===== src/rtl/exe_div_unit.sv =====
// Multi-cycle radix-2 restoring divider for DIV/DIVU in the EXE stage.
// Produces {remainder, quotient} and holds the pipeline while a divide runs.
module exe_div_unit #(
  parameter int WIDTH = 32
) (
  input  logic               clk,
  input  logic               rst,
  input  logic               start_i,
  input  logic               signed_i,
  input  logic               annul_i,
  input  logic [WIDTH-1:0]   dividend_i,
  input  logic [WIDTH-1:0]   divisor_i,
  output logic               stall_req_o,
  output logic               ready_o,
  output logic [2*WIDTH-1:0] result_o
);

  localparam int CW = $clog2(WIDTH) + 1;
  localparam logic [CW-1:0] LAST = CW'(WIDTH - 1);

  typedef enum logic [1:0] {
    IDLE,
    BY_ZERO,
    ON,
    END
  } state_e;

  state_e               state_q, state_d;
  logic [CW-1:0]        cnt_q, cnt_d;
  logic [WIDTH-1:0]     rem_q, rem_d;
  logic [WIDTH-1:0]     quo_q, quo_d;
  logic [WIDTH-1:0]     dvs_q, dvs_d;
  logic                 qneg_q, qneg_d;
  logic                 rneg_q, rneg_d;
  logic [2*WIDTH-1:0]   result_q, result_d;

  logic                 dvd_neg;
  logic                 dvs_neg;
  logic [WIDTH-1:0]     abs_dvd;
  logic [WIDTH-1:0]     abs_dvs;
  logic [WIDTH:0]       trial;
  logic [WIDTH-1:0]     rem_step;
  logic [WIDTH-1:0]     quo_step;
  logic [WIDTH-1:0]     rem_fix;
  logic [WIDTH-1:0]     quo_fix;

  assign dvd_neg = signed_i & dividend_i[WIDTH-1];
  assign dvs_neg = signed_i & divisor_i[WIDTH-1];
  assign abs_dvd = dvd_neg ? -dividend_i : dividend_i;
  assign abs_dvs = dvs_neg ? -divisor_i : divisor_i;

  // Shift next dividend bit into the partial remainder and try to subtract.
  always_comb begin
    trial    = {rem_q, quo_q[WIDTH-1]} - {1'b0, dvs_q};
    rem_step = {rem_q[WIDTH-2:0], quo_q[WIDTH-1]};
    quo_step = {quo_q[WIDTH-2:0], 1'b0};
    if (!trial[WIDTH]) begin
      rem_step = trial[WIDTH-1:0];
      quo_step = {quo_q[WIDTH-2:0], 1'b1};
    end
    rem_fix = rneg_q ? -rem_step : rem_step;
    quo_fix = qneg_q ? -quo_step : quo_step;
  end

  always_comb begin
    state_d  = state_q;
    cnt_d    = cnt_q;
    rem_d    = rem_q;
    quo_d    = quo_q;
    dvs_d    = dvs_q;
    qneg_d   = qneg_q;
    rneg_d   = rneg_q;
    result_d = result_q;
    if (annul_i) begin
      state_d  = IDLE;
      cnt_d    = '0;
      result_d = '0;
    end else begin
      unique case (state_q)
        IDLE: begin
          if (start_i) begin
            cnt_d    = '0;
            rem_d    = '0;
            quo_d    = abs_dvd;
            dvs_d    = abs_dvs;
            qneg_d   = dvd_neg ^ dvs_neg;
            rneg_d   = dvd_neg;
            result_d = '0;
            state_d  = (divisor_i == '0) ? BY_ZERO : ON;
          end
        end
        BY_ZERO: begin
          result_d = '0;
          state_d  = END;
        end
        ON: begin
          rem_d = rem_step;
          quo_d = quo_step;
          cnt_d = cnt_q + CW'(1);
          if (cnt_q == LAST) begin
            result_d = {rem_fix, quo_fix};
            state_d  = END;
          end
        end
        END: begin
          if (!start_i) begin
            state_d  = IDLE;
            result_d = '0;
          end
        end
        default: state_d = IDLE;
      endcase
    end
  end

  always_ff @(posedge clk or posedge rst) begin
    if (rst) begin
      state_q  <= IDLE;
      cnt_q    <= '0;
      rem_q    <= '0;
      quo_q    <= '0;
      dvs_q    <= '0;
      qneg_q   <= 1'b0;
      rneg_q   <= 1'b0;
      result_q <= '0;
    end else begin
      state_q  <= state_d;
      cnt_q    <= cnt_d;
      rem_q    <= rem_d;
      quo_q    <= quo_d;
      dvs_q    <= dvs_d;
      qneg_q   <= qneg_d;
      rneg_q   <= rneg_d;
      result_q <= result_d;
    end
  end

  assign ready_o     = (state_q == END);
  assign result_o    = result_q;
  assign stall_req_o = start_i & (state_q != END) & ~annul_i & ~rst;

endmodule


===== config.mk =====
export PLATFORM = sky130hd
export DESIGN_NAME = exe_div_unit
export DESIGN_NICKNAME = d
export VERILOG_FILES = /design/src/rtl/exe_div_unit.sv
export SDC_FILE = /design/constraint.sdc
export NUM_CORES = 1
export LEC_CHECK = 0
export BUFFER_PORTS_ARGS = -buffer_cell sky130_fd_sc_hd__buf_2
export CAP_MARGIN = 20
export CORE_MARGIN = 2
export CORE_UTILIZATION = 25
export CTS_BUF_LIST = sky130_fd_sc_hd__clkbuf_4 sky130_fd_sc_hd__clkbuf_8
export CTS_CLUSTER_SIZE = 10
export DETAILED_ROUTE_END_ITERATION = 10
export PLACE_DENSITY = 0.43
export SYNTH_ARGS = -nofsm -noshare
export SYNTH_HDL_FRONTEND = slang
export SYNTH_SLANG_ARGS = --single-unit
export TNS_END_PERCENT = 30

===== constraint.sdc =====
create_clock -name clk -period 7.85 [get_ports clk]
set_input_delay 0.785 -clock clk [delete_from_list [all_inputs] [get_ports clk]]
set_output_delay 0.785 -clock clk [all_outputs]
set_load 0.05 [all_outputs]

==> flow_summary.ini, run 1 <==
[outcome]
status = finished, final reports clean

[cts]
cts_setup_buffers = 0
cts_resized = 0
clock_latency_ns = 0.53
clockBufferDepth = 2
cts_buffers = 17
root_buffer = clkbuf_8
clk_pin_slew_ns = 0.10
htree_levels = 4
cts_tree = done
clock-sinks = 170
cts_hold_buf = 0

[placement]
port_buffers = 134
placed_area_um2 = 13100
dp_hpwl_um = 29600
gp_congestion = 0.871

[setup_path]
critPathCaptureType = register
required_ns = 8.23
cpMaxStageDelayCell = or4_1
cp_cell_sequence = ha_1 > nand3_1 > a21oi_2 > o21a_2 > a21o_1 > a311o_1 > nand2_4 > inv_1 > ha_1 > nand2b_1 > or2_1 > or4_1 > or4_1 > o41ai_1 > xor2_1 > o21ai_0
reg2reg_to = result_o[28]$_DFFE_PP0P_
regToRegSetupSlack_ns = 2.48
critPathMaxFanout = 44
cp.arrival_ns = 5.76
path_buf_inv = 1
crit_end = result_o[28]$_DFFE_PP0P_
crit_family = simple AND/OR/NAND/NOR gates
critical_path_class = register to register
max_stage_delay_ns = 0.59
r2r.worst_path.cells = 16
r2r_start = rem_q[2]$_DFFE_PP0P_
cp-start-kind = register
setup.worst_path.start = rem_q[2]$_DFFE_PP0P_
path_depth = 16

[synth]
synth-edff-count = 0
synth_warnings = 0
ys_async_sr_fraction_pct = 100
syn_nets = 1566
yosysTopAreaCell = dfrtp_1
yosys_most_used_dff = dfrtp_1
ys_seq_area_share_pct = 35.8
syn-cell-area_um2 = 11900
avgSynthCellArea_um2 = 8.16
yosys.cell_types.count = 77
synthCells = 1456
synth_top_cell_area_share_pct = 35.8
ys_ff_latch = 170
netlist_top_cells_area = dfrtp_1, o21ai_0, nand2_1

[die]
ioPinCount = 135
core_area_um2 = 46800
die_area_um2 = 49300
die_h_um = 222
rows = 79
start_util_pct = 25.4
die_w_um = 222

[cells_and_area]
nets = 1652
drive_above_1_share_pct = 13.4
area.growth.synth_to_final_pct = 14.3
nFillCells = 5048
final_area_um2 = 13600

[timing]
maxSlewViolCount = 0
tightestPinTransition_ns = 0.999
period_minus_slack_ns = 5.37
hold_violations = 0
fin_skew_ns = 0.0236
finalSetupViolations = 0
rsz0062_at_grt = false
fin_setup_tns_ns = 0
max-slew-margin-rel_pct = 33.4
fmax_ghz = 0.186
finalCritPeriodShare_pct = 68.5

[global_routing]
grt_pass1_vias = 9909
antenna_found_initial = 2
grt_pass1_wl_um = 60000
track_usage_pct = 15.6
gr-total-overflow = 0
grt_start_max_net_pins = 91

[run]
drv_cap = 0

[drt]
drtIter0Drc = 634
viasPerCell = 4.90
vias = 10600
firstDrtPassIters = 5
wl_per_cell_um = 17.7
ant_nets = 0
finalWirelength_um = 38400
drc = 0

[min_path]
hold_class = input pin to async pin
worst min-delay path by stage:
stage	startpoint	end	slack [ns]	cells after the start
floorplan	cnt_q[5]$_DFFE_PP0P_	cnt_q[5]$_DFFE_PP0P_	0.44	1
global placement	result_o[12]$_DFFE_PP0P_	result_o[12]$_DFFE_PP0P_	0.46	2
detailed placement	cnt_q[5]$_DFFE_PP0P_	cnt_q[5]$_DFFE_PP0P_	0.46	1
CTS	rst	quo_q[26]$_DFFE_PP0P_	0.40	2
global route	rst	quo_q[26]$_DFFE_PP0P_	0.44	2
finish	rst	quo_q[27]$_DFFE_PP0P_	0.41	2
layer usage:
metal	up-vias	GRT usage, %	routed length, um
met5	-	0	0
met4	0	4.69	637
met3	32	2.40	1270
met2	208	22.0	16000
met1	5014	24.1	20400
li1	5340	-	-
cell usage after synthesis (12+ instances only):
master,count
nand2_1,236
dfrtp_1,170
nand3_1,18
o31ai_1,36
xnor2_1,73
ha_1,40
or3_1,13
or4_1,14
xor2_1,70
nor4_1,12
o21ai_0,205
clkbuf_1,61
nor3_1,20
o41ai_1,13
a21oi_1,86
nor2_1,82
nand2b_1,16
a21o_1,15
inv_1,57
mux2i_1,29
placed cells by master (no fill, tap or decap), drive strengths merged, types with 39 or more instances in the layout:
| cell | count |
|---|---|
| buf | 146 |
| xor2 | 70 |
| o31ai | 39 |
| o21ai | 214 |
| dfrtp | 170 |
| ha | 40 |
| nor2 | 82 |
| inv | 60 |
| a21oi | 93 |
| nand2 | 237 |
| xnor2 | 73 |
cells by family (layout without fill, tap and decap cells):
group	Yosys count	count (layout)	share of synthesized area, %
AND/OR/NAND/NOR	473	473	18.3
AO/OA/AOI/OAI	461	461	23.7
flip-flops	170	170	35.8
XOR/XNOR	143	143	10.5
buffers and inverters	136	235	4.52
adder cells (fa/ha/maj)	41	41	4.38
multiplexers	32	32	2.73
other	0	2	0
layout make-up:
cell class,instances,area [um2],area share [%]
multi-input cells,1150,7120,52.4
flip-flops and latches,170,4250,31.3
repair buffers,146,781,5.75
well taps,607,759,5.59
clock buffers,19,255,1.88
inverters,57,219,1.61
clock inverters,13,188,1.38
diodes,2,5.00,0.0369
flip-flops by register name, indices dropped and copies added (netlist names):
name and cells:
rneg_q 1, dvs_q 32, cnt_q 6, quo_q 32, qneg_q 1, state_q 2
result_o 64, rem_q 32
worst register-to-register path, delay by kind of cell, from the launching register on:
family	cells	cell delay, ns
AND/OR/NAND/NOR	6	2.11
XOR/XNOR	1	0.16
adder cells (fa/ha/maj)	2	0.66
flip-flops	1	0.50
buffers and inverters	1	0.23
AO/OA/AOI/OAI	6	1.57
per-stage QoR:
| stage | util (%) | std cells | worst slack (ns) | hold slack (ns) |
|---|---|---|---|---|
| 6_report | 29.0 | 2164 | 2.48 | 0.411 |
| 5_1_grt | 29.0 | 2164 | 2.12 | 0.437 |
| 4_1_cts | 29.0 | 2161 | 2.47 | 0.402 |
| 3_5_place_dp | 28.0 | 2129 | 2.51 | 0.457 |
| 3_3_place_gp | 28.0 | 2129 | 2.57 | 0.459 |
| 2_1_floorplan | - | 1456 | 2.36 | 0.436 |
Power of run 1 is left out: the tool's default activity adds up to more than one toggle a clock period on the data nets, which glitch-free logic cannot reach.
==> inputs of run 2 (changes only) <==
clock period = 5.19 ns   (was 7.85 ns; I/O delays follow)
==> run 2 against run 1 <==
Clock-buffer cell count unchanged. Utilization up 0.051 points. Design area grew 0.18%. Via count is 0.98% lower. Clock skew fell by 0.0016 ns.
==> flow_summary.ini, run 2 (synthesized netlist as in run 1, its figures left out) <==
[outcome]
status = finished, final reports clean

[timing]
finalCritPeriodShare_pct = 90.9
fin_setup_tns_ns = 0
finalSetupViolations = 0
hold_violations = 0
fin_skew_ns = 0.0221
maxSlewViolCount = 0
tightestPinTransition_ns = 1.07
whs_ns = 0.157
max-slew-margin-rel_pct = 28.7
fmax_ghz = 0.212
period_minus_slack_ns = 4.72
rsz0062_at_grt = false

[min_path]
hold_class = input pin to async pin

[setup_path]
critical_path_class = register to register
critPathMaxFanout = 11
cp-start-kind = register
required_ns = 5.58
cpMaxStageDelayCell = or4_1
cp.arrival_ns = 5.11
max_stage_delay_ns = 0.59
cp_cell_sequence = ha_1 > a21oi_1 > o21ai_0 > a22oi_1 > nand2_1 > o21ai_4 > nand2_4 > inv_1 > ha_1 > nand2b_1 > or2_1 > or4_1 > or4_1 > o41ai_1 > xor2_1 > o21ai_0
regToRegSetupSlack_ns = 0.47
critPathCaptureType = register

[drt]
viasPerCell = 4.84
ant_nets = 0
drtIter0Drc = 680
drc = 0
firstDrtPassIters = 5
finalWirelength_um = 38200
wl_per_cell_um = 17.6
vias = 10500

[die]
rows = 79
die_w_um = 222
core_area_um2 = 46800
die_area_um2 = 49300
start_util_pct = 25.4
die_h_um = 222
ioPinCount = 135

[cts]
cts_buffers = 17
root_buffer = clkbuf_8
clockBufferDepth = 2
cts_resized = 0
htree_levels = 4
cts_setup_buffers = 0
cts_hold_buf = 0
clock-sinks = 170
clock_latency_ns = 0.52
clk_pin_slew_ns = 0.10
cts_tree = done

[placement]
gp_congestion = 0.871
dp_hpwl_um = 29500
port_buffers = 134

[global_routing]
grt_pass1_wl_um = 60600
antenna_found_initial = 1
grt_pass1_vias = 10200
track_usage_pct = 15.7
grt_start_max_net_pins = 88
gr-total-overflow = 0

[cells_and_area]
drive_above_1_share_pct = 13.7
nets = 1658
final_common_cell = nand2_1
largest_reg_flops = 64
area.growth.synth_to_final_pct = 14.5
final_cell_mix = nand2_1, o21ai_0, dfrtp_1, buf_2, a21oi_1

[run]
drv_cap = 0
## run 2: cell count changes in the layout (fill, tap and decap cells not counted), moves of 2 or more
cell	change
buf_12	+4
clkinv_2	+2
inv_6	+3
inv_8	-2
buf_4	+3
## run 2: per-layer routing
metal / up-vias / track usage [%] / wire length (um)
li1: 5338 / - / -
met1: 4914 / 24.0 / 20300
met2: 203 / 22.2 / 15800
met3: 35 / 2.68 / 1340
met4: 0 / 4.56 / 659
met5: - / 0 / 0
## run 2: path summary, 6_finish.rpt
path	startpoint	endpoint	cells past startpoint
worst max-delay path	rem_q[16]$_DFFE_PP0P_	result_o[28]$_DFFE_PP0P_	16
worst min-delay path	rst	quo_q[29]$_DFFE_PP0P_	2
worst max register to register	rem_q[16]$_DFFE_PP0P_	result_o[28]$_DFFE_PP0P_	16
worst min register to register	result_o[5]$_DFFE_PP0P_	result_o[5]$_DFFE_PP0P_	2
max in group asynchronous	rst	dvs_q[3]$_DFFE_PP0P_	3
min in group clk	divisor_i[19]	dvs_q[19]$_DFFE_PP0P_	3
## run 2: final cells by class
type | instances | area (um2)
fillers | 5088 | 33200
multi-input cells | 1150 | 7120
flip-flops and latches | 170 | 4250
repair buffers | 152 | 856
well taps | 607 | 759
clock buffers | 19 | 255
inverters | 57 | 219
clock inverters | 12 | 139
diodes | 1 | 2.50
## run 2: per-stage QoR
stage	instances	setup WS, ns	area [um2]	util [%]
final	2168	0.471	13600	29.1
after global routing	2168	0.192	13600	29.1
after CTS	2166	0.420	13600	29.0
after detailed placement	2135	0.406	13200	28.2
after global placement	2135	0.459	13200	28.2
after floorplan	1456	0.0251	11900	-
## run 2: worst max-delay path, delay by kind of cell, from the launching register on
family / cells / cell delay, ns
fa+ha+maj: 2 / 0.61
simple gates: 6 / 1.78
buf+inv: 1 / 0.09
compound gates: 6 / 1.49
xor+xnor: 1 / 0.17
flops: 1 / 0.45
Power of run 2 is left out for the same reason.
==> inputs of run 3 (changes only) <==
clock period = 5.9 ns   (was 5.19 ns; I/O delays follow)
==> run 3 against run 2 <==
Critical path depth is 4 higher. Hold slack better by 0.074 ns. Die area stayed put. Cell count hardly changed. Utilization hardly changed. Clock-buffer cell count stayed put. Fmax is 7.3% lower. Routed wire length is 1.8% higher. Non-clock buffer count is 2 lower.
==> flow_summary.ini, run 3 (synthesized netlist as in run 1, its figures left out) <==
[drt]
drtIter0Drc = 784
vias = 10600
drc = 0
firstDrtPassIters = 7
finalWirelength_um = 38900
ant_nets = 0
viasPerCell = 4.90
wl_per_cell_um = 17.9

[timing]
max-slew-margin-rel_pct = 32.0
fin_setup_tns_ns = 0
fmax_ghz = 0.197
tightestPinTransition_ns = 1.02
period_minus_slack_ns = 5.09
fin_skew_ns = 0.0211
finalCritPeriodShare_pct = 86.3
rsz0062_at_grt = false
finalSetupViolations = 0
hold_violations = 0
maxSlewViolCount = 0

[cts]
clk_pin_slew_ns = 0.10
root_buffer = clkbuf_8
cts_hold_buf = 0
cts_buffers = 17
clockBufferDepth = 2
htree_levels = 4
clock-sinks = 170
clock_latency_ns = 0.52
cts_tree = done
cts_resized = 0
cts_setup_buffers = 0

[die]
ioPinCount = 135
die_h_um = 222
die_area_um2 = 49300
core_area_um2 = 46800
start_util_pct = 25.4
die_w_um = 222
rows = 79

[setup_path]
cp-start-kind = register
critical_path_class = register to register
cp.arrival_ns = 5.49
r2r_start = quo_q[31]$_DFFE_PP0P_
critPathCaptureType = register
critPathMaxFanout = 42
r2r.worst_path.cells = 20
regToRegSetupSlack_ns = 0.81
required_ns = 6.30
reg2reg_to = result_o[62]$_DFFE_PP0P_

[global_routing]
grt_pass1_vias = 10100
antenna_found_initial = 1
grt_pass1_wl_um = 61300
gr-total-overflow = 0
track_usage_pct = 15.9
grt_start_max_net_pins = 91

[cells_and_area]
final_core_util_pct = 29.1
drive_above_1_share_pct = 13.6
area.growth.synth_to_final_pct = 14.4
final_common_cell = nand2_1
final_cell_mix = nand2_1, o21ai_0, dfrtp_1, buf_2, a21oi_1
largest_reg_flops = 64
nets = 1656

[placement]
dp_hpwl_um = 29800
gp_congestion = 0.898
port_buffers = 134

[min_path]
hold_class = input pin to async pin

[outcome]
status = finished, final reports clean

[run]
drv_cap = 0
run 3: changes by cell type in the layout (fill, tap and decap cells not counted), sizes merged:
cell,before,now
inv,61,60
buf,152,150
bufinv,2,3
run 3: worst max-delay path by stage:
stage	from	end	slack, ns	cells past startpoint
floorplan	quo_q[31]$_DFFE_PP0P_	result_o[28]$_DFFE_PP0P_	0.41	22
global placement	quo_q[31]$_DFFE_PP0P_	result_o[62]$_DFFE_PP0P_	0.93	20
detailed placement	quo_q[31]$_DFFE_PP0P_	result_o[62]$_DFFE_PP0P_	0.84	20
CTS	quo_q[31]$_DFFE_PP0P_	result_o[62]$_DFFE_PP0P_	0.81	20
global route	rem_q[16]$_DFFE_PP0P_	result_o[62]$_DFFE_PP0P_	0.43	17
finish	quo_q[31]$_DFFE_PP0P_	result_o[62]$_DFFE_PP0P_	0.81	20
run 3: critical path, cell delays in order, from the launching register on:
cell and delay [ns]:
dfrtp_1 0.42, inv_1 0.07, ha_1 0.17, inv_1 0.06, fa_1 0.43, nand3_1 0.11
a21oi_2 0.08, o21a_2 0.26, a21o_1 0.24, a311o_1 0.54, nand2_4 0.15, buf_4 0.48
nand2_1 0.10, o21ai_0 0.22, ha_1 0.27, o211ai_1 0.19, nor2_1 0.17, nand3_1 0.19
o41ai_1 0.51, xor2_1 0.19, o21ai_0 0.08
run 3: per-stage QoR:
| step | instances | hold slack (ns) | setup WS [ns] | area [um2] |
|---|---|---|---|---|
| after floorplan | 1456 | 0.436 | 0.411 | 11900 |
| after global placement | 2132 | 0.459 | 0.927 | 13100 |
| after detailed placement | 2132 | 0.461 | 0.843 | 13100 |
| after CTS | 2163 | 0.229 | 0.811 | 13500 |
| after global routing | 2166 | 0.266 | 0.433 | 13600 |
| final | 2166 | 0.230 | 0.811 | 13600 |
run 3: layer usage:
layer  global-route usage, %  vias up  part of all wire (%)
met5                       0        -                     0
li1                        -     5323                     -
met4                    4.47        0                   1.8
met1                    24.5     5034                    53
met3                    2.43       36                   3.5
met2                    22.7      216                    42
run 3: cell type report:
| cell class | instances | area (um2) |
|---|---|---|
| Multi-Input combinational cell | 1150 | 7120 |
| Sequential cell | 170 | 4250 |
| Timing Repair Buffer | 150 | 823 |
| Tap cell | 607 | 759 |
| Fill cell | 5097 | 33200 |
| Antenna cell | 1 | 2.50 |
| Clock buffer | 19 | 255 |
| Inverter | 57 | 219 |
| Clock inverter | 12 | 164 |
Power of run 3 is left out for the same reason.
